File: config.mk
export PLATFORM = sky130hd
export DESIGN_NAME = mul_cyc_ctrl
export DESIGN_NICKNAME = d
export VERILOG_FILES = /design/src/rtl/mul_cyc_pkg.sv /design/src/rtl/mul_cyc_dec.sv /design/src/rtl/mul_cyc_ctrl.sv
export SDC_FILE = /design/constraint.sdc
export NUM_CORES = 1
export LEC_CHECK = 0
export CAP_MARGIN = 20
export CORE_UTILIZATION = 55
export DETAILED_ROUTE_END_ITERATION = 8
export PLACE_DENSITY_LB_ADDON = 0.2
export RECOVER_POWER = 100
export SLEW_MARGIN = 10
export SYNTH_ARGS = -nofsm -noshare
export SYNTH_HDL_FRONTEND = slang
export SYNTH_SLANG_ARGS = --single-unit
File: constraint.sdc
create_clock -name clk -period 4.13 [get_ports clk]
set_input_delay 0.826 -clock clk [delete_from_list [all_inputs] [get_ports clk]]
set_output_delay 0.826 -clock clk [all_outputs]
set_load 0.01 [all_outputs]
File: src/rtl/mul_cyc_pkg.sv
// ============================================================================
// Module  : mul_cyc_pkg
// Brief   : Shared encodings for the multi-cycle CPU controller.
// Revision: 1.0 - initial release
// ============================================================================
`default_nettype none

package mul_cyc_pkg;

  typedef enum logic [2:0] {
    S_IF  = 3'd0,
    S_ID  = 3'd1,
    S_EXE = 3'd2,
    S_MEM = 3'd3,
    S_WB  = 3'd4,
    S_HLT = 3'd7
  } state_t;

  typedef enum logic [3:0] {
    CL_RTYPE,
    CL_ADDI,
    CL_ORI,
    CL_LW,
    CL_SW,
    CL_BEQ,
    CL_J,
    CL_HALT,
    CL_ILL
  } iclass_t;

  localparam logic [5:0] c_op_rtype = 6'h00;
  localparam logic [5:0] c_op_j     = 6'h02;
  localparam logic [5:0] c_op_beq   = 6'h04;
  localparam logic [5:0] c_op_addi  = 6'h08;
  localparam logic [5:0] c_op_ori   = 6'h0D;
  localparam logic [5:0] c_op_lw    = 6'h23;
  localparam logic [5:0] c_op_sw    = 6'h2B;
  localparam logic [5:0] c_op_halt  = 6'h3F;

  localparam logic [5:0] c_fn_add = 6'h20;
  localparam logic [5:0] c_fn_sub = 6'h22;
  localparam logic [5:0] c_fn_and = 6'h24;
  localparam logic [5:0] c_fn_or  = 6'h25;
  localparam logic [5:0] c_fn_slt = 6'h2A;

  localparam logic [2:0] c_alu_add = 3'd0;
  localparam logic [2:0] c_alu_sub = 3'd1;
  localparam logic [2:0] c_alu_and = 3'd2;
  localparam logic [2:0] c_alu_or  = 3'd3;
  localparam logic [2:0] c_alu_slt = 3'd4;

  localparam logic [1:0] c_srcb_reg  = 2'd0;
  localparam logic [1:0] c_srcb_four = 2'd1;
  localparam logic [1:0] c_srcb_imm  = 2'd2;

  localparam logic [1:0] c_pc_plus4 = 2'd0;
  localparam logic [1:0] c_pc_br    = 2'd1;
  localparam logic [1:0] c_pc_jmp   = 2'd2;

endpackage

`default_nettype wire

File: src/rtl/mul_cyc_dec.sv
// ============================================================================
// Module  : mul_cyc_dec
// Brief   : Combinational opcode/funct decoder to instruction class and aluOp.
// Revision: 1.0 - initial release
// ============================================================================
`default_nettype none

module mul_cyc_dec
  import mul_cyc_pkg::*;
(
  input  logic [5:0] i_op,
  input  logic [5:0] i_fn,
  output iclass_t    o_cls,
  output logic [2:0] o_alu_op
);

  always_comb begin
    o_cls    = CL_ILL;
    o_alu_op = c_alu_add;
    case (i_op)
      c_op_rtype: begin
        case (i_fn)
          c_fn_add: begin o_cls = CL_RTYPE; o_alu_op = c_alu_add; end
          c_fn_sub: begin o_cls = CL_RTYPE; o_alu_op = c_alu_sub; end
          c_fn_and: begin o_cls = CL_RTYPE; o_alu_op = c_alu_and; end
          c_fn_or:  begin o_cls = CL_RTYPE; o_alu_op = c_alu_or;  end
          c_fn_slt: begin o_cls = CL_RTYPE; o_alu_op = c_alu_slt; end
          default:  o_cls = CL_ILL;
        endcase
      end
      c_op_addi: begin o_cls = CL_ADDI; o_alu_op = c_alu_add; end
      c_op_ori:  begin o_cls = CL_ORI;  o_alu_op = c_alu_or;  end
      c_op_lw:   begin o_cls = CL_LW;   o_alu_op = c_alu_add; end
      c_op_sw:   begin o_cls = CL_SW;   o_alu_op = c_alu_add; end
      c_op_beq:  begin o_cls = CL_BEQ;  o_alu_op = c_alu_sub; end
      c_op_j:    o_cls = CL_J;
      c_op_halt: o_cls = CL_HALT;
      default:   o_cls = CL_ILL;
    endcase
  end

endmodule

`default_nettype wire

File: src/rtl/mul_cyc_ctrl.sv
// ============================================================================
// Module  : mul_cyc_ctrl
// Brief   : Multi-cycle CPU control FSM with retired-instruction counter.
// Revision: 1.0 - initial release
// ============================================================================
`default_nettype none

module mul_cyc_ctrl (
  input  logic        clk,
  input  logic        rst,
  input  logic [5:0]  opCode,
  input  logic [5:0]  funct,
  input  logic        zero,
  output logic        pcWr,
  output logic        irWr,
  output logic        memWr,
  output logic        memToReg,
  output logic        ifWR,
  output logic        wriReg,
  output logic [1:0]  aluSrcB,
  output logic [2:0]  aluOp,
  output logic [1:0]  pcSrc,
  output logic [2:0]  stateOut,
  output logic        halt,
  output logic [15:0] insCnt
);

  import mul_cyc_pkg::*;

  state_t      r_state;
  state_t      w_next;
  logic [5:0]  r_op;
  logic [5:0]  r_fn;
  logic [15:0] r_ins_cnt;
  logic [5:0]  w_dec_op;
  logic [5:0]  w_dec_fn;
  iclass_t     w_cls;
  logic [2:0]  w_alu_op;
  logic        w_retire;

  logic        w_pc_wr, w_ir_wr, w_mem_wr, w_mem_to_reg, w_if_wr, w_wri_reg;
  logic [1:0]  w_src_b, w_pc_src;
  logic [2:0]  w_alu;

  // ID decodes the live IR fields; later states use the copy latched when leaving ID.
  assign w_dec_op = (r_state == S_ID) ? opCode : r_op;
  assign w_dec_fn = (r_state == S_ID) ? funct  : r_fn;

  mul_cyc_dec u_dec (
    .i_op     (w_dec_op),
    .i_fn     (w_dec_fn),
    .o_cls    (w_cls),
    .o_alu_op (w_alu_op)
  );

  always_ff @(posedge clk or posedge rst) begin
    if (rst) begin
      r_state <= S_IF;
    end else begin
      r_state <= w_next;
    end
  end

  always_ff @(posedge clk or posedge rst) begin
    if (rst) begin
      r_op      <= 6'd0;
      r_fn      <= 6'd0;
      r_ins_cnt <= 16'd0;
    end else begin
      if (r_state == S_ID) begin
        r_op <= opCode;
        r_fn <= funct;
      end
      if (w_retire) begin
        r_ins_cnt <= r_ins_cnt + 16'd1;
      end
    end
  end

  always_comb begin
    w_next       = r_state;
    w_retire     = 1'b0;
    w_pc_wr      = 1'b0;
    w_ir_wr      = 1'b0;
    w_mem_wr     = 1'b0;
    w_mem_to_reg = 1'b0;
    w_if_wr      = 1'b0;
    w_wri_reg    = 1'b0;
    w_src_b      = c_srcb_reg;
    w_pc_src     = c_pc_plus4;
    w_alu        = c_alu_add;
    case (r_state)
      S_IF: begin
        w_pc_wr  = 1'b1;
        w_ir_wr  = 1'b1;
        w_src_b  = c_srcb_four;
        w_pc_src = c_pc_plus4;
        w_next   = S_ID;
      end
      S_ID: begin
        case (w_cls)
          CL_J: begin
            w_pc_wr  = 1'b1;
            w_pc_src = c_pc_jmp;
            w_retire = 1'b1;
            w_next   = S_IF;
          end
          CL_HALT: w_next = S_HLT;
          CL_ILL:  w_next = S_IF;
          default: w_next = S_EXE;
        endcase
      end
      S_EXE: begin
        w_alu   = w_alu_op;
        w_src_b = (w_cls == CL_RTYPE || w_cls == CL_BEQ) ? c_srcb_reg : c_srcb_imm;
        case (w_cls)
          CL_BEQ: begin
            w_pc_wr  = zero;
            w_pc_src = c_pc_br;
            w_retire = 1'b1;
            w_next   = S_IF;
          end
          CL_LW, CL_SW:              w_next = S_MEM;
          CL_RTYPE, CL_ADDI, CL_ORI: w_next = S_WB;
          default:                   w_next = S_IF;
        endcase
      end
      S_MEM: begin
        if (w_cls == CL_SW) begin
          w_mem_wr = 1'b1;
          w_retire = 1'b1;
          w_next   = S_IF;
        end else begin
          w_next = S_WB;
        end
      end
      S_WB: begin
        w_if_wr      = 1'b1;
        w_wri_reg    = (w_cls != CL_RTYPE);
        w_mem_to_reg = (w_cls == CL_LW);
        w_retire     = 1'b1;
        w_next       = S_IF;
      end
      S_HLT:   w_next = S_HLT;
      default: w_next = S_IF;
    endcase
  end

  // Reset silences every strobe, even though the state already reads IF.
  assign pcWr     = w_pc_wr      & ~rst;
  assign irWr     = w_ir_wr      & ~rst;
  assign memWr    = w_mem_wr     & ~rst;
  assign memToReg = w_mem_to_reg & ~rst;
  assign ifWR     = w_if_wr      & ~rst;
  assign wriReg   = w_wri_reg    & ~rst;
  assign aluSrcB  = rst ? 2'd0 : w_src_b;
  assign aluOp    = rst ? 3'd0 : w_alu;
  assign pcSrc    = rst ? 2'd0 : w_pc_src;
  assign stateOut = r_state;
  assign halt     = (r_state == S_HLT);
  assign insCnt   = r_ins_cnt;

endmodule

`default_nettype wire

==> impl_metrics.csv, run 1 <==
group,metric,value,unit
place,dp_hpwl,4070,um
place,gp_congestion,0.960,
drt,drc,0,
yosys,synth_xor_area_frac,0.0748,
yosys,ys_ff_latch,31,
die,rows,22,
setup_path,critPathArrivalTime,3.12,ns
yosys,yosysSeqAreaShare,0.349,
finish,final_layout_size_suffix_gt1_frac,0.0980,
clocking,cts_root_buf,"clkbuf_8",
drt,avgRoutedWirePerCell,16.3,um
clocking,cts_made_buffers,5,
drt,drt_pre_antenna_iters,5,
yosys,synthMuxAreaShare,0.0630,
yosys,synthesis.nets,264,
timing,whs,0.472,ns
global_routing,antenna_found_initial,0,
pwr,power_frac_comb,0.492,
global_routing,grtUsageTotal,0.286,
timing,fmax,253,MHz
yosys,synth_top_area_cell,"dfrtp_1",
outcome,failed_checks,"max-capacitance violations, max-slew violations",
drt,postRouteAntennaNets,0,
clocking,clock_latency,0.29,ns
setup_path,crit_top_cell,"clkdlybuf4s50_1",
setup_path,critical_path.max_fanout,9,
setup_path,crit_path_max_incr_delay,0.57,ns
yosys,avgSynthCellArea,8.97,sq um
pwr,seqPwrFrac,0.320,
clocking,htreeDepth,2,
pwr,p_int,0.915,mW
pwr,ir_drop,0.433,mV
clocking,clockBufferDepth,2,
yosys,synth_cell_type_count,57,
finish,syn_to_final_growth,27.6,%
setup_path,crit_path_cell_trace,"clkdlybuf4s50_1 -> maj3_1 -> o22ai_1 -> o21ai_0 -> a2111oi_4 -> a21boi_0 -> clkdlybuf4s50_1",
die,die-width,65.6,um
global_routing,grt_pass1_wl,9310,um
setup_path,reg2reg_from,"stateOut[0]$_DFF_PP0_",
hold_path,min_from,"r_fn[4]$_DFF_PP0_",
drt,drt-vias-per-instance,6.08,
setup_path,crit_required,3.30,ns
global_routing,grt_pass1_vias,1991,
clocking,clk_pin_slew,0.07,ns
setup_path,start_kind,"primary input",
setup_path,critPathSlowestCell,"clkdlybuf4s50_1",
timing,min_period_over_period,0.956,
timing,clock_skew,0.0136,ns
die,io-pin-count,48,
yosys,synth.area.top_cells,"dfrtp_1 (35%), xnor2_1 (5.9%), nand2_1 (4.9%)",
yosys,postSynthCellCount,248,
die,die_h,65.6,um
global_routing,overflow,0,
die,die-area,4300,sq um
place,preCtsSetupSlack,0.142,ns
yosys,synthFlopType,"dfrtp_1",
outcome,status,"complete, but fails checks",
clocking,hold_buffers,0,
place,portBuffers,47,
yosys,yosysTopAreaCellShare,0.349,
setup_path,startpoint,"opCode[1]",
pwr,p_per_area,568,nW/um^2
yosys,synth-simple-area-share,0.235,
timing,worstMarginPinSlew,1.70,ns
die,coreArea,3770,sq um
die,initial_utilization,0.590,
setup_path,cp-end-kind,"output port",
yosys,synth.most_common_cell,"dfrtp_1",
yosys,syn_area,2220,sq um
yosys,synth_edf_count,0,
drt,vias,2090,
yosys,synth_top_family_by_area,"simple AND/OR/NAND/NOR gates",
hold_path,hold_path.class,"flop to flop",
pwr,swShare,0.432,
clocking,clkSinkCount,31,
global_routing,grt_max_degree,32,
pwr,clkPwrFrac,0.188,
timing,setup_viol_count_final,0,
finish,num_antenna_cells,0,
clocking,cts_tree,"built",
timing,min_period,3.95,ns
timing,relSlewSlack,-0.131,
drt,drtIter0Drc,206,
drt,routed_wl,5600,um
yosys,synth_fa_ha_area_frac,0.0146,
clocking,postCtsSetupRepairBufs,0,
pwr,static-leakage-power,1.21,nW
setup_path,ff2ff_setup_slack,1.36,ns
timing,hold_viol,0,
yosys,ys.warnings.count,0,
pwr,switchingPower,0.696,mW
setup_path,crit_type,"primary input to output port",
timing,finalWorstSetupSlack,0.183,ns
yosys,synth-compound-area-share,0.205,
yosys,async_reset_ff_frac,1.00,
timing,fin_tns_setup,0,ns
yosys,ys_top_cells_by_count,"dfrtp_1 (31), nand2_1 (29), nor2_1 (15), xnor2_1 (15), and3_1 (11)",
finish,final_nets,311,
timing,slew_violations,32,
run,maxCapViolations,1,
[cells in the final DEF, fill, tap and decap left out, types with 3 or more instances in the layout]
cell type        count
mux2_2               4
nor4_1               5
nand4_1              9
o211ai_1            10
dlygate4sd3_1       19
nand2b_1             4
clkdlybuf4s50_1     26
nor2_1              14
xnor2_1             15
and3_1              11
clkbuf_8             5
a21boi_0             3
clkbuf_1             3
dfrtp_1             31
nand3_1              3
buf_4                8
xor2_1               4
a21oi_1              8
o22ai_1              3
o21ai_0              7
nor3_1               5
nand2_1             29
mux2i_1              8
a31oi_1              4
inv_1                9
o2111ai_1            5
[critical path: cells and delay by family]
| family | cells | cell delay [ns] |
|---|---|---|
| compound gates | 4 | 0.80 |
| fa+ha+maj | 1 | 0.42 |
| buf+inv | 2 | 1.08 |
[path summary, 6_finish.rpt]
path	end	cells past startpoint
min in group asynchronous	insCnt[1]$_DFFE_PP0P_	3
worst max-delay path	wriReg	7
worst max register to register	insCnt[1]$_DFFE_PP0P_	6
max in group asynchronous	r_op[5]$_DFF_PP0_	3
worst min-delay path	r_fn[4]$_DFF_PP0_	2
worst min register to register	r_fn[4]$_DFF_PP0_	2
[flip-flops by register name, indices dropped and copies added, names as in the netlist]
register,count
insCnt,16
r_fn,6
r_op,6
stateOut,3
[per-stage QoR]
stage	utilization	power (mW)	cell area, sq um	instances
after global routing	0.752	1.72	2840	344
final	0.752	1.61	2840	344
after detailed placement	0.727	1.32	2740	336
after floorplan	-	1.09	2220	248
after global placement	0.727	1.29	2740	336
after CTS	0.756	1.62	2850	344
[metal layers]
layer  GRT usage  share of wire  wire (um)  up-vias
met5           0              0          0        -
met4      0.0761          0.012         69        0
met3      0.0660          0.059        332        9
met2       0.442           0.46       2570       78
met1       0.400           0.47       2630      996
li1            -              -          -     1007
[final cells by class]
type                    count  area (sq um)
repair buffers             58           547
fillers                   289           933
well taps                  48          60.1
clock inverters             3          43.8
clock buffers               5          68.8
inverters                   9          33.8
multi-input cells         190          1310
flip-flops and latches     31           776
[power groups by stage]
stage | sequential (mW) | combinational [mW] | clock (mW)
floorplan | 0.467 | 0.624 | 0
global placement | 0.518 | 0.777 | 0
detailed placement | 0.518 | 0.797 | 0
CTS | 0.515 | 0.805 | 0.304
global route | 0.531 | 0.863 | 0.321
finish | 0.515 | 0.792 | 0.303
[cell families after synthesis]
group | after synthesis
XOR/XNOR | 19
adder cells (fa/ha/maj) | 3
multiplexers | 13
AO/OA/AOI/OAI | 60
flip-flops | 31
AND/OR/NAND/NOR | 95
buffers and inverters | 27
[timing repair]
action,CTS,global route
endpoints found under the hold margin,0,0
endpoints found under the setup margin,0,4
resized for setup,0,4
No activity file was read; power rests on OpenSTA's default activity.
==> run 2, diff against run 1 <==
Settings changed: CORE_UTILIZATION 55 to 54, SYNTH_HIERARCHICAL set to 1.
==> run 2 against run 1 <==
Against the previous run:
- the flow now finishes without violations
- cell count is 4.7% lower
- sequential share of layout area shrank 1.5 points
- critical path depth up 5
- first-iteration DRC count fell by 33%
- die area shrank 4.6%
- sequential power fell by 19%
- routed wire length is 4.0% higher
- global-route usage increased by 2.0 points
- clock skew is 0.0051 ns lower
- largest cell class unchanged
==> impl_metrics.csv, run 2 <==
group,metric,value,unit
outcome,status,"completed",
finish,final_cell_mix,"clkdlybuf4s50_1 (39), buf_4 (38), dfrtp_1 (31)",
yosys,synth_cell_type_count,57,
yosys,ys.warnings.count,6,
drt,drtIter0Drc,137,
timing,relSlewSlack,0.543,
place,portBuffers,47,
hold_path,hold_path.class,"flop to flop",
yosys,synth.most_common_cell,"dfrtp_1",
global_routing,grt_pass1_vias,1968,
finish,final_layout_size_suffix_gt1_frac,0.307,
die,die-area,4110,sq um
yosys,synth_edf_count,0,
place,place_area,2820,sq um
timing,clock_skew,0.00847,ns
clocking,htreeDepth,2,
timing,worstMarginPinSlew,0.681,ns
setup_path,cp-end-kind,"output port",
timing,setup_viol_count_final,0,
die,io-pin-count,48,
place,preCtsSetupSlack,-0.177,ns
hold_path,worstHoldPathCells,1,
die,initial_utilization,0.564,
clocking,hold_buffers,0,
clocking,clkSinkCount,31,
hold_path,min_from,"insCnt[15]$_DFFE_PP0P_",
yosys,synthFlopType,"dfrtp_1",
place,dp_hpwl,3770,um
drt,drt-vias-per-instance,5.91,
drt,postRouteAntennaNets,0,
drt,avgRoutedWirePerCell,17.8,um
setup_path,ff2ff_setup_slack,0.51,ns
yosys,ys_ff_latch,31,
place,gp_congestion,0.861,
global_routing,grt_max_degree,32,
yosys,postSynthCellCount,200,
yosys,synth_top_area_cell,"dfrtp_1",
die,die-width,64.1,um
timing,rsz0062_at_grt,"true",
timing,slew_violations,0,
global_routing,overflow,0,
drt,drt_pre_antenna_iters,4,
pwr,ir_drop,0.454,mV
finish,stdcell_area,3000,sq um
finish,nFillCells,238,
drt,routed_wl,5830,um
setup_path,critical_path.max_fanout,7,
setup_path,crit_type,"flop to output port",
yosys,synth.area.top_cells,"dfrtp_1 (37%), mux2_2 (7.0%), xor2_1 (6.7%)",
yosys,yosysSeqAreaShare,0.373,
finish,final_nets,295,
setup_path,crit_required,3.30,ns
finish,num_antenna_cells,0,
timing,hold_viol,0,
global_routing,grt_pass1_wl,9430,um
clocking,clk_pin_slew,0.07,ns
setup_path,reg2reg_from,"stateOut[1]$_DFF_PP0_",
setup_path,start_kind,"flop",
clocking,cts_made_buffers,5,
timing,whs,0.472,ns
finish,largest_reg_flops,16,
clocking,clock_latency,0.29,ns
setup_path,worst_r2r_path_depth,12,
pwr,p_per_area,686,nW/um^2
finish,syn_to_final_growth,44.3,%
clocking,cts_tree,"built",
yosys,async_reset_ff_frac,1.00,
setup_path,r2r-end,"insCnt[6]$_DFFE_PP0P_",
timing,finalWorstSetupSlack,0.112,ns
finish,final_util,0.814,
clocking,cts_root_buf,"clkbuf_8",
die,coreArea,3690,sq um
pwr,static-leakage-power,1.36,nW
die,die_h,64.1,um
finish,layout_commonest_cell,"clkdlybuf4s50_1",
drt,vias,1938,
global_routing,antenna_found_initial,0,
timing,min_period_over_period,0.973,
yosys,yosysTopAreaCellShare,0.373,
drt,drc,0,
setup_path,critPathArrivalTime,3.19,ns
timing,fmax,249,MHz
yosys,avgSynthCellArea,10.4,sq um
run,maxCapViolations,0,
yosys,synthesis.nets,216,
clocking,clockBufferDepth,2,
yosys,syn_area,2080,sq um
hold_path,hold_end,"insCnt[15]$_DFFE_PP0P_",
die,rows,22,
timing,min_period,4.02,ns
yosys,ys_top_cells_by_count,"dfrtp_1 (31), xor2_1 (16), mux2_2 (13)",
global_routing,grtUsageTotal,0.305,
[run 2: cell count changes in the layout (fill, tap and decap cells not counted), moves of 7 or more]
cell,change
buf_4,+30
dlygate4sd3_1,-19
nand2_1,-19
clkdlybuf4s50_1,+13
xnor2_1,-13
xor2_1,+12
nand4_1,-8
and3_1,-7
mux2i_1,-7
[run 2: worst max-delay path by stage]
stage	start	endpoint	cells after the start
global route	stateOut[1]$_DFF_PP0_	wriReg	12
floorplan	stateOut[1]$_DFF_PP0_	memToReg	12
CTS	stateOut[1]$_DFF_PP0_	pcWr	12
global placement	opCode[3]	pcWr	10
detailed placement	opCode[2]	pcWr	10
finish	stateOut[1]$_DFF_PP0_	aluSrcB[1]	12
[run 2: worst max-delay path: stages (launching register included)]
cell and delay [ns]:
dfrtp_1 0.41, nor2b_2 0.17, nor2b_1 0.16, buf_4 0.20, mux2_4 0.34, or3_4 0.42, o31ai_2 0.25, buf_4 0.16
buf_4 0.12, buf_4 0.11, xor2_1 0.06, o31a_1 0.23, dlygate4sd2_1 0.28
[run 2: logic make-up after synthesis]
logic type      Yosys count  share of synthesized area
compound gates           30                      0.110
xor+xnor                 18                     0.0758
fa+ha+maj                 2                     0.0108
buf+inv                  19                     0.0469
flops                    31                      0.373
mux                      15                     0.0806
simple gates             85                      0.303
[run 2: repair_timing]
| item | CTS | global route |
|---|---|---|
| endpoints found under the setup margin | 7 | 9 |
| resized for setup | 16 | 8 |
| pin swaps | 1 | 1 |
| setup buffers | 2 | 0 |
[run 2: routing by layer]
layer,up-vias,GRT usage,wire length (um),share of wire
met5,-,0,0,0
met4,0,0.111,191,0.033
met2,59,0.553,3100,0.53
li1,892,-,-,-
met3,17,0.0625,184,0.032
met1,970,0.351,2350,0.40
[run 2: report_power, final]
| group | switching [mW] | leakage [nW] | internal [mW] |
|---|---|---|---|
| registers | 0.0355 | 0.401 | 0.383 |
| logic | 0.684 | 0.902 | 0.638 |
| clock network | 0.123 | 0.0612 | 0.195 |
| total | 0.842 | 1.36 | 1.22 |
[run 2: layout make-up]
class	instances	area, sq um	area share
Clock inverter	2	35.0	0.0117
Tap cell	48	60.1	0.0200
Multi-Input combinational cell	150	1270	0.424
Clock buffer	6	82.6	0.0275
Sequential cell	31	776	0.258
Timing Repair Buffer	86	757	0.252
Inverter	5	18.8	0.00625
[run 2: stage by stage]
| step | power (mW) | setup TNS, ns | cells |
|---|---|---|---|
| floorplan | 1.17 | -0.00680 | 200 |
| global placement | 1.57 | -0.319 | 318 |
| detailed placement | 1.59 | -0.485 | 318 |
| CTS | 1.97 | 0 | 328 |
| global route | 2.18 | -0.0183 | 328 |
| finish | 2.06 | 0 | 328 |
